===== src/rtl/iq_commit_pkg.sv =====
// Shared sizing, FSM encoding and helper types for the IQ commit stage.
package iq_commit_pkg;

    localparam int unsigned IQ_DEPTH = 8;
    localparam int unsigned PTR_W    = 3;
    localparam int unsigned CNT_W    = PTR_W + 1;

    typedef enum logic {
        ST_RUN    = 1'b0,
        ST_HALTED = 1'b1
    } commit_state_e;

    typedef logic [PTR_W-1:0]    iq_ptr_t;
    typedef logic [IQ_DEPTH-1:0] iq_vec_t;

endpackage


===== src/rtl/iq_commit_select.sv =====
// Combinational commit selection for the two oldest IQ entries.
//  head_i      : oldest entry position
//  validbit_i  : occupied entries
//  finished_i  : executed entries
//  is_mem_i    : entry is a load/store
//  is_halt_i   : entry is HALT
//  state_i     : commit FSM state
//  head1_o     : head + 1 modulo depth
//  c0_o, c1_o  : oldest / second-oldest retire this cycle
//  mem_o       : a retiring entry is a memory op
//  halt_o      : a retiring entry is HALT
module iq_commit_select
    import iq_commit_pkg::*;
(
    input  iq_ptr_t       head_i,
    input  iq_vec_t       validbit_i,
    input  iq_vec_t       finished_i,
    input  iq_vec_t       is_mem_i,
    input  iq_vec_t       is_halt_i,
    input  commit_state_e state_i,
    output iq_ptr_t       head1_o,
    output logic          c0_o,
    output logic          c1_o,
    output logic          mem_o,
    output logic          halt_o
);

    always_comb begin
        head1_o = head_i + PTR_W'(1);
        c0_o    = (state_i == ST_RUN) && validbit_i[head_i] && finished_i[head_i];
        // Second slot is blocked behind a HALT and never pairs two memory ops.
        c1_o    = c0_o && !is_halt_i[head_i] &&
                  validbit_i[head1_o] && finished_i[head1_o] &&
                  !(is_mem_i[head_i] && is_mem_i[head1_o]);
        mem_o   = (c0_o && is_mem_i[head_i]) || (c1_o && is_mem_i[head1_o]);
        halt_o  = (c0_o && is_halt_i[head_i]) || (c1_o && is_halt_i[head1_o]);
    end

endmodule


===== src/rtl/iq_commit.sv =====
// In-order commit/retire stage for the 8-entry instruction queue.
// Optional statistics counters are enabled with macro IQ_COMMIT_STATS_EN.
//  clk, nrst          : clock, async active-low reset
//  alloc_valid/is_mem/is_halt : decoded instruction offered at tail
//  alloc_ready/alloc_pos      : slot accepted / position given (tail)
//  finish             : execution finish pulses per entry
//  flush              : synchronous clear of all in-flight state
//  validbit/finished  : per-entry occupancy / executed flags
//  commit0/1_valid/pos: up to two in-order retirements per cycle
//  commit_mem         : a retiring entry is a memory op
//  halted             : HALT has committed
//  stat_retired, stat_full_stalls : saturating counters (IQ_COMMIT_STATS_EN)
module iq_commit
    import iq_commit_pkg::*;
(
    input  logic             clk,
    input  logic             nrst,
    input  logic             alloc_valid,
    input  logic             alloc_is_mem,
    input  logic             alloc_is_halt,
    output logic             alloc_ready,
    output logic [PTR_W-1:0] alloc_pos,
    input  logic [IQ_DEPTH-1:0] finish,
    input  logic             flush,
    output logic [IQ_DEPTH-1:0] validbit,
    output logic [IQ_DEPTH-1:0] finished,
    output logic             commit0_valid,
    output logic [PTR_W-1:0] commit0_pos,
    output logic             commit1_valid,
    output logic [PTR_W-1:0] commit1_pos,
    output logic             commit_mem,
    output logic             halted
`ifdef IQ_COMMIT_STATS_EN
    ,
    output logic [31:0]      stat_retired,
    output logic [31:0]      stat_full_stalls
`endif
);

    commit_state_e state_q, state_d;
    iq_ptr_t       head_q, head_d, tail_q, tail_d, head1;
    logic [CNT_W-1:0] count_q, count_d;
    iq_vec_t       validbit_q, validbit_d, finished_q, finished_d;
    iq_vec_t       is_mem_q, is_mem_d, is_halt_q, is_halt_d;
    logic          sel_c0, sel_c1, sel_mem, sel_halt;
    logic          c0, c1, accept, full;
    logic [1:0]    n_commit;

    iq_commit_select u_select (
        .head_i     (head_q),
        .validbit_i (validbit_q),
        .finished_i (finished_q),
        .is_mem_i   (is_mem_q),
        .is_halt_i  (is_halt_q),
        .state_i    (state_q),
        .head1_o    (head1),
        .c0_o       (sel_c0),
        .c1_o       (sel_c1),
        .mem_o      (sel_mem),
        .halt_o     (sel_halt)
    );

    // Commits are suppressed in the flush cycle; occupancy uses the pre-commit count.
    always_comb begin
        full     = (count_q == CNT_W'(IQ_DEPTH));
        c0       = sel_c0 && !flush;
        c1       = sel_c1 && !flush;
        n_commit = {1'b0, c0} + {1'b0, c1};
        alloc_ready = (state_q == ST_RUN) && !full;
        accept   = alloc_valid && alloc_ready && !flush;
    end

    assign alloc_pos     = tail_q;
    assign validbit      = validbit_q;
    assign finished      = finished_q;
    assign commit0_valid = c0;
    assign commit0_pos   = head_q;
    assign commit1_valid = c1;
    assign commit1_pos   = head1;
    assign commit_mem    = sel_mem && !flush;
    assign halted        = (state_q == ST_HALTED);

    // Next-state: flush > retire/finish/alloc; FSM leaves HALTED only via flush.
    always_comb begin
        state_d    = state_q;
        head_d     = head_q;
        tail_d     = tail_q;
        count_d    = count_q;
        validbit_d = validbit_q;
        finished_d = finished_q;
        is_mem_d   = is_mem_q;
        is_halt_d  = is_halt_q;
        if (flush) begin
            state_d    = ST_RUN;
            head_d     = '0;
            tail_d     = '0;
            count_d    = '0;
            validbit_d = '0;
            finished_d = '0;
            is_mem_d   = '0;
            is_halt_d  = '0;
        end else begin
            finished_d = finished_q | (finish & validbit_q);
            if (c0) begin
                validbit_d[head_q] = 1'b0;
                finished_d[head_q] = 1'b0;
            end
            if (c1) begin
                validbit_d[head1] = 1'b0;
                finished_d[head1] = 1'b0;
            end
            // Tail never aliases a retiring slot: alloc requires count < depth.
            if (accept) begin
                validbit_d[tail_q] = 1'b1;
                finished_d[tail_q] = 1'b0;
                is_mem_d[tail_q]   = alloc_is_mem;
                is_halt_d[tail_q]  = alloc_is_halt;
                tail_d             = tail_q + PTR_W'(1);
            end
            head_d  = head_q + PTR_W'(n_commit);
            count_d = count_q + CNT_W'(accept) - CNT_W'(n_commit);
            if (sel_halt) begin
                state_d = ST_HALTED;
            end
        end
    end

    // State registers.
    always_ff @(posedge clk or negedge nrst) begin
        if (!nrst) begin
            state_q    <= ST_RUN;
            head_q     <= '0;
            tail_q     <= '0;
            count_q    <= '0;
            validbit_q <= '0;
            finished_q <= '0;
            is_mem_q   <= '0;
            is_halt_q  <= '0;
        end else begin
            state_q    <= state_d;
            head_q     <= head_d;
            tail_q     <= tail_d;
            count_q    <= count_d;
            validbit_q <= validbit_d;
            finished_q <= finished_d;
            is_mem_q   <= is_mem_d;
            is_halt_q  <= is_halt_d;
        end
    end

`ifdef IQ_COMMIT_STATS_EN
    logic [31:0] ret_q, ret_d, stall_q, stall_d;
    logic [32:0] ret_sum;

    // Saturating counters; cleared only by reset.
    always_comb begin
        ret_sum = {1'b0, ret_q} + 33'(n_commit);
        ret_d   = ret_sum[32] ? 32'hFFFF_FFFF : ret_sum[31:0];
        stall_d = stall_q;
        if (alloc_valid && full && (stall_q != 32'hFFFF_FFFF)) begin
            stall_d = stall_q + 32'd1;
        end
    end

    always_ff @(posedge clk or negedge nrst) begin
        if (!nrst) begin
            ret_q   <= '0;
            stall_q <= '0;
        end else begin
            ret_q   <= ret_d;
            stall_q <= stall_d;
        end
    end

    assign stat_retired     = ret_q;
    assign stat_full_stalls = stall_q;
`endif

endmodule


===== config.mk =====
export PLATFORM = sky130hd
export DESIGN_NAME = iq_commit
export DESIGN_NICKNAME = d
export VERILOG_FILES = /design/src/rtl/iq_commit_pkg.sv /design/src/rtl/iq_commit_select.sv /design/src/rtl/iq_commit.sv
export SDC_FILE = /design/constraint.sdc
export NUM_CORES = 1
export LEC_CHECK = 0
export ABC_AREA = 1
export CORE_MARGIN = 4
export CORE_UTILIZATION = 50
export DETAILED_ROUTE_END_ITERATION = 8
export PLACE_DENSITY = 0.74
export SETUP_SLACK_MARGIN = 0.1
export SYNTH_ARGS = -nofsm -noshare
export SYNTH_HDL_FRONTEND = slang
export SYNTH_SLANG_ARGS = --single-unit
export TNS_END_PERCENT = 100

===== constraint.sdc =====
create_clock -name clk -period 3.25 [get_ports clk]
set_input_delay 0.8125 -clock clk [delete_from_list [all_inputs] [get_ports clk]]
set_output_delay 0.8125 -clock clk [all_outputs]
set_load 0.1 [all_outputs]

==> flow_summary.yaml <==
timing:
  setup-tns-final_ns: 0
  fin_crit_ns: 3.14
  max_freq_ghz: 0.319
  fin_crit_sh_pct: 96.5
  hold_viol: 0
  setup_viol: 0
  worst_pin_slew_ns: 0.972
  skew_ns: 0.00930
  drv_slew: 0
  whs_ns: 0.544
  setup_ws_ns: 0.114
  rsz0062_at_grt: "yes"
  relSlewSlack_pct: 35.2
floorplan:
  die_w_um: 85.5
  num_rows: 27
  io_pins: 44
  core_area_mm2: 0.00568
  design.die.area_mm2: 0.00732
  die_y_um: 85.5
  initial_core_util_pct: 53.0
power:
  p_int_mw: 0.952
  p_per_area_mw_per_mm2: 401
  switching_share_pct: 37.1
  p_seq_share_pct: 39.6
  peakVddDrop_mv: 0.285
  switching_power_mw: 0.562
  clock_power_share_pct: 29.4
  pwr-share-comb_pct: 31.0
  p_leak_nw: 1.87
route:
  vias: 3022
  via_per_inst: 5.35
  wl_met2_mm: 4.07
  routedWlPerCell_um: 15.7
  wl_met3_um: 677
  dr.pass1.iters: 5
  top_layer: "met4"
  wirelength_mm: 8.90
  ant_nets: 0
  drt-initial-drc-count: 239
  route.detailed.drc: 0
  wl_met1_mm: 3.99
global_route:
  overflow: 0
  antenna_found_initial: 0
  grt_max_degree: 44
  grt_pass1_vias: 3032
  grt_pass1_wl_mm: 14.8
  grtUsageTotal_pct: 25.8
synthesis:
  synth_largest_area_cell: "dfrtp_1"
  synth_cell_types: 39
  synth-main-ff-cell: "dfrtp_1"
  syn-cell-area_mm2: 0.00301
  post-synth-top-count-cell: "nand2_1"
  synth_fp_nets: 464
  synth-edff-count: 0
  yosys-top-cells-area: "dfrtp_1 (36%), nand2_1 (18%), inv_1 (6.0%)"
  synth_top_area_share_pct: 35.8
  synth_seq_area_share_pct: 35.8
  async_reset_ff_share_pct: 100
  syn_avg_cell_area_um2: 6.86
  ys_seq_elements: 43
  synth_common_cells: "nand2_1 (146), inv_1 (48), nor2_1 (45)"
  synth_warnings: 0
  synth_cells: 438
critical_path:
  critical_path_peak_fanout: 6
  max_stage_delay_ns: 0.55
  arrival_ns: 2.32
  worstPathRequired_ns: 2.44
  worstSetupEndpointType: "output pin"
  cp_cell_sequence: "ha_4, inv_2, nand2_2, nand2_4, nor2_2, nand2_1, nand2_1, nor2_1, nand2_1, nor2_4, nand2_4, nor2_8, nand2_2, nand2_2, buf_12"
  crit_buf_inv: 2
  cpMaxStageDelayCell: "dfrtp_4"
  crit_path_start_kind: "register"
  crit_family: "simple AND/OR/NAND/NOR gates"
  crit_type: "reg -> out"
finish:
  drive_above_1_share_pct: 20.9
  diodes: 0
  final_nets: 518
  fillerInstances: 516
  area_growth_pct: 25.7
clock_network:
  htreeDepth: 2
  clockBufferDepth: 2
  cts_tree: "yes"
  cts-root-buf: "clkbuf_8"
  clock-sinks: 43
  clkTransAtPathRegs_ns: 0.08
  clkLatencyLatePin_ns: 0.30
  cts_buffers: 5
hold_path:
  hold_path_class: "reg -> reg"
status:
  outcome: "completed"
placement:
  port-buffer-count: 43
  place_congestion: 0.906
  dp_hpwl_mm: 6.69
  place_ws_ns: 0.156
flow_run:
  drv_cap: 0
timing repair:
item	CTS	global route
endpoints found under the setup margin	1	5
setup buffers	5	3
hold buffers	0	0
resized for setup	3	10
pin swaps	2	13
layout make-up:
class | count | area (um2) | area share, %
Clock buffer | 6 | 82.6 | 2.19
Clock inverter | 2 | 35.0 | 0.927
Inverter | 54 | 210 | 5.56
Multi-Input combinational cell | 326 | 1720 | 45.5
Sequential cell | 43 | 1080 | 28.7
Tap cell | 72 | 90.1 | 2.38
Timing Repair Buffer | 62 | 556 | 14.7
layout by cell type (no fill, tap or decap), types with 2 or more instances in the layout:
| cell type | synthesis | final |
|---|---|---|
| o21bai_1 | 2 | 2 |
| nor3b_1 | 2 | 2 |
| nor3_1 | 5 | 5 |
| nand2_4 | 1 | 2 |
| a21boi_0 | 2 | 2 |
| inv_2 | 6 | 8 |
| nand3b_1 | 2 | 2 |
| o22ai_1 | 7 | 7 |
| nor2_2 | 1 | 3 |
| o21ai_0 | 17 | 15 |
| buf_12 | 0 | 5 |
| nand2_2 | 7 | 10 |
| o21ai_1 | 3 | 5 |
| nand3_1 | 29 | 29 |
| nor2_1 | 45 | 43 |
| a21oi_2 | 0 | 2 |
| inv_4 | 0 | 3 |
| fa_2 | 0 | 2 |
| nand2_1 | 146 | 142 |
| nand4_1 | 7 | 7 |
| dfrtp_1 | 43 | 40 |
| o31ai_1 | 2 | 2 |
| dfrtp_4 | 0 | 2 |
| ha_4 | 0 | 5 |
| nand3_2 | 2 | 2 |
| clkbuf_8 | 0 | 6 |
| ha_1 | 10 | 5 |
| a21oi_1 | 24 | 22 |
| buf_4 | 1 | 44 |
| inv_1 | 48 | 43 |
| clkdlybuf4s50_1 | 0 | 12 |
worst paths after layout:
check                                    start             end  slack [ns]  cells past startpoint
worst min-delay path               is_mem_q[5]     is_mem_q[5]        0.54                      2
worst min register to register     is_mem_q[5]     is_mem_q[5]        0.54                      2
max in group asynchronous                 nrst  commit0_pos[0]        1.88                      1
worst max-delay path            commit0_pos[0]      commit_mem        0.11                     15
min in group asynchronous                 nrst    is_halt_q[5]        0.66                      1
worst max register to register  commit0_pos[0]      count_q[1]        0.15                     15
registers in the layout (all words and copies together), names as in the netlist:
| register | flops |
|---|---|
| commit0_pos | 3 |
| is_halt_q | 8 |
| count_q | 4 |
| halted | 1 |
| alloc_pos | 3 |
| is_mem_q | 8 |
| finished | 8 |
| validbit | 8 |
cell families (layout without fill, tap and decap cells):
logic type	Yosys count	in the layout	share of synthesized area [%]
and+or+nand+nor	250	250	35.9
buffers and inverters	69	124	10.4
DFF	43	43	35.8
AOI/OAI and AO/OA	62	62	11.8
adders and majority gates	12	12	5.50
xor gates and xnor gates	2	2	0.583
worst reg2reg max path, cell delays in order, from the launching register on:
cell and delay [ns]:
dfrtp_4 0.55, buf_4 0.23, nor3_1 0.32, nand2_1 0.10, nand3_1 0.10, nor2_2 0.06, nand3_1 0.10, inv_2 0.05
buf_4 0.16, ha_4 0.26, ha_4 0.26, inv_2 0.04, ha_4 0.16, fa_2 0.56, inv_1 0.04, nor2_1 0.07
through the flow:
stage	total power [mW]	instance area, um2	util (%)	cells
after floorplan	0.945	3100	-	438
after global placement	1.06	3570	62.9	549
after detailed placement	1.07	3570	62.9	549
after CTS	1.52	3730	65.8	562
after global routing	1.60	3780	66.6	565
final	1.51	3780	66.6	565
power groups by stage:
stage          sequential [mW]  combinational (mW)  clock, mW
2_1_floorplan            0.705               0.240          0
3_3_place_gp             0.609               0.454          0
3_5_place_dp             0.610               0.461          0
4_1_cts                  0.599               0.464      0.452
5_1_grt                  0.604               0.510      0.481
6_report                 0.600               0.469      0.445
routing by layer:
metal  global-route usage (%)  vias up
met5                        0        -
met4                     10.9        0
met3                     3.84       20
met2                     39.3      136
met1                     36.7     1361
li1                         -     1505
Note: power is estimated with default switching activity, not from simulation.
